--- src/rtl/power_arbiter_if.sv ---
// Reactor power bus bundle between the subsystems (master) and power_arbiter (slave).
// The subsystems drive req/temp; the arbiter drives grant/mode/pwr/lockout.
interface power_arbiter_if #(
   parameter int N = 5
);
   logic [2:0]   req;
   logic [N-1:0] temp;
   logic [2:0]   grant;
   logic [3:0]   mode;
   logic         pwr;
   logic         lockout;

   modport master (output req, temp, input grant, mode, pwr, lockout);
   modport slave  (input req, temp, output grant, mode, pwr, lockout);
endinterface

--- src/rtl/power_arbiter.sv ---
// Round-robin, fixed-quantum arbiter for the reactor power bus (nav/weapons/shield).
// Optional thermal lockout with a shield-only cooldown is built with POWER_ARB_THERMAL_LOCK_EN.
module power_arbiter #(
   parameter int N       = 5,
   parameter int QUANTUM = 8,
   parameter int TEMP_HI = 28,
   parameter int TEMP_LO = 16
) (
   input  logic           clk,
   input  logic           rst,
   power_arbiter_if.slave bus
);
   localparam int QW = $clog2(QUANTUM);
   localparam logic [QW-1:0] QMAX = QW'(QUANTUM - 1);

   typedef enum logic [1:0] {IDLE, GRANT, SWITCH, COOL} state_t;

   state_t        state_q, state_d;
   logic [1:0]    owner_q, owner_d;
   logic [1:0]    ptr_q, ptr_d;
   logic [QW-1:0] qcnt_q, qcnt_d;
   logic [2:0]    grant_q, grant_d;
   logic [2:0]    pick;
   logic          thermal;

   // Returns {found, index} of the first requester at or after p, wrapping mod 3.
   function automatic logic [2:0] rr_pick(input logic [2:0] r, input logic [1:0] p);
      logic [2:0] res;
      logic [1:0] cand;
      res = 3'b000;
      for (int i = 0; i < 3; i++) begin
         cand = 2'((int'(p) + i) % 3);
         if (!res[2] && r[cand]) res = {1'b1, cand};
      end
      return res;
   endfunction

   function automatic logic [1:0] next_ptr(input logic [1:0] o);
      return (o == 2'd2) ? 2'd0 : o + 2'd1;
   endfunction

`ifdef POWER_ARB_THERMAL_LOCK_EN
   logic lockout_q, lockout_d;
   logic cool_exit;
   assign thermal   = int'(bus.temp) >= TEMP_HI;
   assign cool_exit = int'(bus.temp) <= TEMP_LO;
   assign bus.lockout = lockout_q;
`else
   logic unused_temp;
   assign thermal     = 1'b0;
   assign unused_temp = ^bus.temp;
   assign bus.lockout = 1'b0;
`endif

   assign pick = rr_pick(bus.req, ptr_q);

   always_comb begin
      state_d = state_q;
      owner_d = owner_q;
      ptr_d   = ptr_q;
      qcnt_d  = qcnt_q;
      grant_d = 3'b000;
`ifdef POWER_ARB_THERMAL_LOCK_EN
      lockout_d = 1'b0;
`endif
      case (state_q)
         IDLE, SWITCH: begin
            if (thermal) begin
               state_d = COOL;
            end else if (pick[2]) begin
               owner_d = pick[1:0];
               qcnt_d  = '0;
               state_d = GRANT;
            end else begin
               state_d = IDLE;
            end
         end
         GRANT: begin
            // A shield owner is already the cooldown consumer, so heat does not evict it.
            if (thermal && owner_q != 2'd2) begin
               state_d = COOL;
               ptr_d   = next_ptr(owner_q);
            end else if (!bus.req[owner_q]) begin
               state_d = SWITCH;
               ptr_d   = next_ptr(owner_q);
            end else if (qcnt_q == QMAX) begin
               if ((bus.req & ~(3'b001 << owner_q)) != 3'b000) begin
                  state_d = SWITCH;
                  ptr_d   = next_ptr(owner_q);
               end else begin
                  qcnt_d = '0;
               end
            end else begin
               qcnt_d = qcnt_q + 1'b1;
            end
         end
`ifdef POWER_ARB_THERMAL_LOCK_EN
         COOL: begin
            if (cool_exit) state_d = IDLE;
         end
`endif
         default: state_d = IDLE;
      endcase

      // Outputs are registered from the next state so they line up with it.
      case (state_d)
         GRANT: grant_d = 3'b001 << owner_d;
`ifdef POWER_ARB_THERMAL_LOCK_EN
         COOL: begin
            grant_d   = {bus.req[2], 2'b00};
            lockout_d = 1'b1;
         end
`endif
         default: grant_d = 3'b000;
      endcase
   end

   always_ff @(posedge clk) begin
      if (rst) begin
         state_q <= IDLE;
         owner_q <= 2'd0;
         ptr_q   <= 2'd0;
         qcnt_q  <= '0;
         grant_q <= 3'b000;
`ifdef POWER_ARB_THERMAL_LOCK_EN
         lockout_q <= 1'b0;
`endif
      end else begin
         state_q <= state_d;
         owner_q <= owner_d;
         ptr_q   <= ptr_d;
         qcnt_q  <= qcnt_d;
         grant_q <= grant_d;
`ifdef POWER_ARB_THERMAL_LOCK_EN
         lockout_q <= lockout_d;
`endif
      end
   end

   assign bus.grant = grant_q;
   assign bus.mode  = {1'b0, grant_q};
   assign bus.pwr   = |grant_q;
endmodule

--- src/flat_wrapper.sv ---
// flat-port wrapper written by rule: the top's interface ports become plain ports
module power_arbiter_flat 
#(
   parameter int N       = 5,
   parameter int QUANTUM = 8,
   parameter int TEMP_HI = 28,
   parameter int TEMP_LO = 16
)
  (clk, rst, bus_req, bus_temp, bus_grant, bus_mode, bus_pwr, bus_lockout);
  power_arbiter_if #(.N(N)) bus_i ();
  input  logic clk;
  input  logic rst;
  input wire logic [$bits(bus_i.req)-1:0] bus_req;
  input wire logic [$bits(bus_i.temp)-1:0] bus_temp;
  output wire logic [$bits(bus_i.grant)-1:0] bus_grant;
  output wire logic [$bits(bus_i.mode)-1:0] bus_mode;
  output wire logic [$bits(bus_i.pwr)-1:0] bus_pwr;
  output wire logic [$bits(bus_i.lockout)-1:0] bus_lockout;
  assign bus_i.req = bus_req;
  assign bus_i.temp = bus_temp;
  assign bus_grant = bus_i.grant;
  assign bus_mode = bus_i.mode;
  assign bus_pwr = bus_i.pwr;
  assign bus_lockout = bus_i.lockout;
  power_arbiter #(.N(N), .QUANTUM(QUANTUM), .TEMP_HI(TEMP_HI), .TEMP_LO(TEMP_LO)) u_core (.clk(clk), .rst(rst), .bus(bus_i));
endmodule
--- config.mk ---
export PLATFORM = sky130hd
export DESIGN_NAME = power_arbiter_flat
export DESIGN_NICKNAME = d
export VERILOG_FILES = /design/src/rtl/power_arbiter_if.sv /design/src/rtl/power_arbiter.sv /design/src/flat_wrapper.sv
export SDC_FILE = /design/constraint.sdc
export NUM_CORES = 1
export LEC_CHECK = 0
export BUFFER_PORTS_ARGS = -buffer_cell sky130_fd_sc_hd__clkbuf_2
export CELL_PAD_IN_SITES_DETAIL_PLACEMENT = 1
export CELL_PAD_IN_SITES_GLOBAL_PLACEMENT = 2
export CORE_MARGIN = 2
export CORE_UTILIZATION = 33
export CTS_BUF_LIST = sky130_fd_sc_hd__clkbuf_8
export DETAILED_ROUTE_END_ITERATION = 8
export PLACE_DENSITY = 0.84
export REMOVE_ABC_BUFFERS = 1
export SLEW_MARGIN = 0
export SYNTH_ARGS = -nofsm -noshare
export SYNTH_HDL_FRONTEND = slang
export SYNTH_SLANG_ARGS = --single-unit
--- constraint.sdc ---
create_clock -name clk -period 4.35 [get_ports clk]
set_input_delay 0.87 -clock clk [delete_from_list [all_inputs] [get_ports clk]]
set_output_delay 0.87 -clock clk [all_outputs]
set_load 0.01 [all_outputs]
* Word level (Yosys, flattened, before mapping)
Cells that the tools add are included.
Word-level totals: register bits 12, bits of input ports 10, word-level logic and storage cells 70
Operators by class: add/subtract/negate cells 4, divide/modulo/power cells 3, order comparisons 4, equality and inequality tests 10, shifts and indexed selects 2, muxes and demuxes 27, bitwise gates (word level) 3, reduce and logical (&&, ||, !) cells 12
Operators with widths (number):
- 32-bit by 3-bit remainder unit with 32-bit output, second input constant | 2
- 3-bit by 3-bit remainder unit with 32-bit output, second input constant | 1
- 3-bit two-way mux | 7
- 2-bit two-way mux | 9
- 2-bit by 3-bit < comparator with 1-bit output, second input constant | 4
- 1-bit binary-select mux with 2-bit select | 4
- 3-bit case mux with 2 select lines | 1
- 1-bit by 2-bit << shifter with 3-bit output, first input constant | 2
- 1-bit two-way mux | 5
- 2-bit by 1-bit == test with 1-bit output, second input constant | 2
- 2-bit == test, second input constant | 2
- 2-bit by 1-bit != test with 1-bit output, second input constant | 2
- 2-bit != test, second input constant | 2
- 2-bit case mux with 2 select lines | 1
- 4-bit AND reduction | 1
- 2-bit OR reduction | 2
- 2-bit by 1-bit adder with 3-bit output, second input constant | 1
- 2-bit by 2-bit adder with 3-bit output, second input constant | 1
- 3-bit by 1-bit adder with 3-bit output, second input constant | 1
- 3-bit AND | 1
- 3-bit == test, second input constant | 1
- 3-bit != test, second input constant | 1
- 3-bit NOT | 1
- 3-bit AND reduction | 1
- 8 further kinds | 10

* Longest topological paths before layout
depth after elaboration 15, depth in mapped cells 8, mapped depth without buffers 7

* Worst setup path after synthesis
Ideal clock, no wire load.
kind input port to flip-flop, from input bus_req[1], to register u_core.qcnt_q[0], arrival 2.041 ns, setup slack 2.241 ns, cell stages on the path 5, cells stage by stage maj3_1 nand2_1 nand4_1 a2111o_1 a21oi_2
On the way: longest elaborated chain between the ends 11
Ends and longest elaborated chain:
- from (decl) | RTL line flat_wrapper.sv:13 | input wire logic [$bits(bus_i.req)-1:0] bus_req;
- 1-bit binary-select mux with 2-bit select | RTL line power_arbiter.sv:33 | if (!res[2] && r[cand]) res = {1'b1, cand};
- 1-bit two-way mux (not written as such) | RTL line power_arbiter.sv:33
- 3-bit two-way mux | RTL line power_arbiter.sv:33
- 1-bit logical NOT | RTL line power_arbiter.sv:33
- 1-bit logical AND | RTL line power_arbiter.sv:33
- 3-bit two-way mux | RTL line power_arbiter.sv:33
- 1-bit logical NOT | RTL line power_arbiter.sv:33
- 1-bit logical AND | RTL line power_arbiter.sv:33
- 3-bit two-way mux | RTL line power_arbiter.sv:33
- 2-bit by 1-bit != test with 1-bit output (no line)
- 4-bit AND reduction (no line) (*)
- to (signal assigned) | RTL line power_arbiter.sv:132 | qcnt_q <= qcnt_d;
- to (decl) | RTL line power_arbiter.sv:21 | logic [QW-1:0] qcnt_q, qcnt_d;
Every way passes the cells marked *; elsewhere a longest branch is shown, timed or not. The select of a mux whose other input is x is not followed. A chain may end at the register's enable or synchronous reset.

* Worst setup path in the final report
Same ends and word-level chain as after synthesis.

==> flow_metrics.tcl <==
set metrics [dict create \
    clkSinkCount 12 \
    path_buf_inv 1 \
    fp.dieW_um 50.6 \
    crit_start "bus_req[1]" \
    irDropWorstVdd_mv 0.271 \
    switching_power_mw 0.0956 \
    synth.distinct_cells 36 \
    p_leak_nw 0.342 \
    final-hold-violation-count 0 \
    cp.required_ps 4530 \
    path_cells "clkbuf_2 > maj3_1 > nand2_1 > nand4_1 > a2111o_1 > a21oi_2" \
    viasPerCell 4.82 \
    worstReg2RegEnd "u_core.bus.grant[1]$_SDFF_PP0_" \
    hold_class "flip-flop to flip-flop" \
    rows 16 \
    synth.most_common_cell "dfxtp_1" \
    first_global_vias 579 \
    cts_tree "done" \
    slowest_stage "a2111o_1" \
    netlist_top_cells_count "12 x dfxtp_1, 8 x nor2_1, 5 x a21oi_1, 5 x buf_4, 5 x nand2_1" \
    portBuffers 11 \
    grt_max_degree 13 \
    ant_nets 0 \
    coreArea_um2 2000 \
    setup_ws_ps 2200 \
    dpl_worst_slack_ps 1970 \
    setup_tns_ps 0 \
    clockBufferDepth 2 \
    numCtsBuffers 3 \
    grt_pass1_wl_um 2570 \
    cp_num_cells 6 \
    path_clk_slew_ps 60 \
    r2r_cells 7 \
    status "complete, no violations" \
    synth_flop_cell "dfxtp_1" \
    synth_top_area_cell "dfxtp_1" \
    whs_ps 481 \
    routed_wirelength_um 1420 \
    io_pins 19 \
    dp_hpwl_um 1150 \
    num_vias 564 \
    cts_hold_buf 0 \
    timing.critical_path.to "u_core.qcnt_q[0]$_SDFFE_PP0P_" \
    clock_power_share_pct 36.6 \
    min_period_over_period_pct 49.4 \
    fin_cells 117 \
    clk_latency_ps 240 \
    p_total_mw 0.330 \
    crit_fanout 7 \
    ctsResizeCount 0 \
    reg2reg_from "u_core.ptr_q[0]$_SDFFE_PP0P_" \
    rsz0062_at_grt "no" \
    syn_inst 81 \
    fin_util_pct 40.9 \
    dp_cells 113 \
    fmax_mhz 465 \
    end_kind "flip-flop" \
    synth_area_um2 717 \
    synth_edf_count 0 \
    routedWlPerCell_um 12.1 \
    yosys_register_bits 12 \
    dr.pass1.iters 3 \
    worst_setup_path_start_kind "input port" \
    area_growth_pct 14.1 \
    drc 0 \
    ys_async_sr_fraction_pct 0 \
    gp_congestion 0.695 \
    post-cts-setup-buffers 0 \
    max_stage_delay_ps 500 \
    htreeDepth 1 \
    drtIter0Drc 4 \
    power.internal_mw 0.235 \
    stdcell_area_um2 818 \
    clk_root_buffer_cell "clkbuf_8" \
    synth_area_leaders "dfxtp_1 34%, ha_1 7.0%, buf_4 5.2%, nor2_1 4.2%, mux2i_2 3.8%" \
    yosys_warnings 0 \
    drive_above_1_share_pct 23.3 \
    p_comb_share_pct 24.7 \
    switching_share_pct 28.9 \
    nNetsFinal 105 \
    path_class "input port to flip-flop" \
    avgSynthCellArea_um2 8.85 \
    p_per_area_nw_per_um2 404 \
    grt_overflow 0 \
    synth_top_cell_area_share_pct 33.5 \
    dieHeight_um 50.6 \
    antenna_found_initial 0 \
    die-area_um2 2560 \
    fin_skew_ps 3.65 \
    path_delay_family "compound AO/OA/AOI/OAI gates" \
    setup_violations 0 \
    cap_violations 0 \
    seq_power_share_pct 38.7 \
    seq_area_frac_synth_pct 33.5 \
    period_minus_slack_ps 2150 \
    n_antenna_cell 0 \
    initial_core_util_pct 35.8 \
    grt_use_total_pct 13.3 \
    rrSetupSlack_ps 2270 \
    arrival_ps 2330 \
    finalMaxSlewViolations 0 \
    placed_area_um2 763 \
]
-- flip-flops by register name (all words and copies together), names as in the netlist --
signal,cells
u_core.bus.grant,3
u_core.qcnt_q,3
u_core.ptr_q,2
u_core.state_q,2
u_core.owner_q,2
-- tightest hold or removal path: stages (launching register included) --
cell,delay [ps]
dfxtp_1,310
nand3_1,60
a21oi_1,50
-- cells by family (layout without fill, tap and decap cells) --
logic type	Yosys count	in the layout	share of synthesized area [%]
buffers and inverters	11	19	8.55
flip-flops	12	12	33.5
AO/OA/AOI/OAI	17	17	19.0
other	1	2	0.523
multiplexers	3	3	5.24
AND/OR/NAND/NOR	32	32	24.8
adder cells (fa/ha/maj)	5	5	8.38
-- per-layer routing --
| metal | global-route usage (%) | routed length [µm] |
|---|---|---|
| met4 | 2.70 | 0 |
| met2 | 21.9 | 702 |
| met1 | 16.2 | 668 |
| met3 | 5.36 | 46 |
| met5 | 0 | 0 |
-- layout make-up --
type,instances,area (µm²)
clock buffers,4,55.1
fillers,251,1180
inverters,4,15.0
multi-input cells,59,419
flip-flops and latches,12,240
well taps,27,33.8
repair buffers,11,55.1
-- power by group through the flow --
stage	registers, mW	clock network, mW	logic, mW
after global placement	0.130	0	0.0807
after floorplan	0.131	0	0.0565
after CTS	0.128	0.125	0.0826
final	0.128	0.121	0.0816
after detailed placement	0.130	0	0.0820
after global routing	0.129	0.129	0.0921
-- worst min-delay path by stage --
stage	slack, ps	end	cells past startpoint	start
6_report	480	u_core.qcnt_q[2]$_SDFFE_PP0P_	2	u_core.qcnt_q[2]$_SDFFE_PP0P_
3_3_place_gp	460	u_core.qcnt_q[2]$_SDFFE_PP0P_	2	u_core.qcnt_q[2]$_SDFFE_PP0P_
2_1_floorplan	440	u_core.qcnt_q[1]$_SDFFE_PP0P_	2	u_core.qcnt_q[1]$_SDFFE_PP0P_
3_5_place_dp	480	u_core.qcnt_q[2]$_SDFFE_PP0P_	2	u_core.qcnt_q[2]$_SDFFE_PP0P_
5_1_grt	490	u_core.qcnt_q[2]$_SDFFE_PP0P_	2	u_core.qcnt_q[2]$_SDFFE_PP0P_
4_1_cts	480	u_core.qcnt_q[2]$_SDFFE_PP0P_	2	u_core.qcnt_q[2]$_SDFFE_PP0P_
-- cells in the final DEF (no fill, tap or decap), types with 2 or more instances in the layout --
| cell type | netlist | routed |
|---|---|---|
| conb_1 | 1 | 2 |
| inv_1 | 4 | 4 |
| nand3_1 | 4 | 4 |
| nor2b_1 | 2 | 2 |
| ha_1 | 4 | 4 |
| clkbuf_2 | 0 | 11 |
| a21o_1 | 2 | 2 |
| clkbuf_8 | 0 | 4 |
| a21oi_1 | 5 | 5 |
| a31oi_1 | 2 | 2 |
| nand2_1 | 5 | 5 |
| dfxtp_1 | 12 | 12 |
| mux2i_2 | 2 | 2 |
| nor3_1 | 2 | 2 |
| nand2b_1 | 2 | 2 |
| nor2_1 | 8 | 8 |
Note: power is estimated with default switching activity, not from simulation.
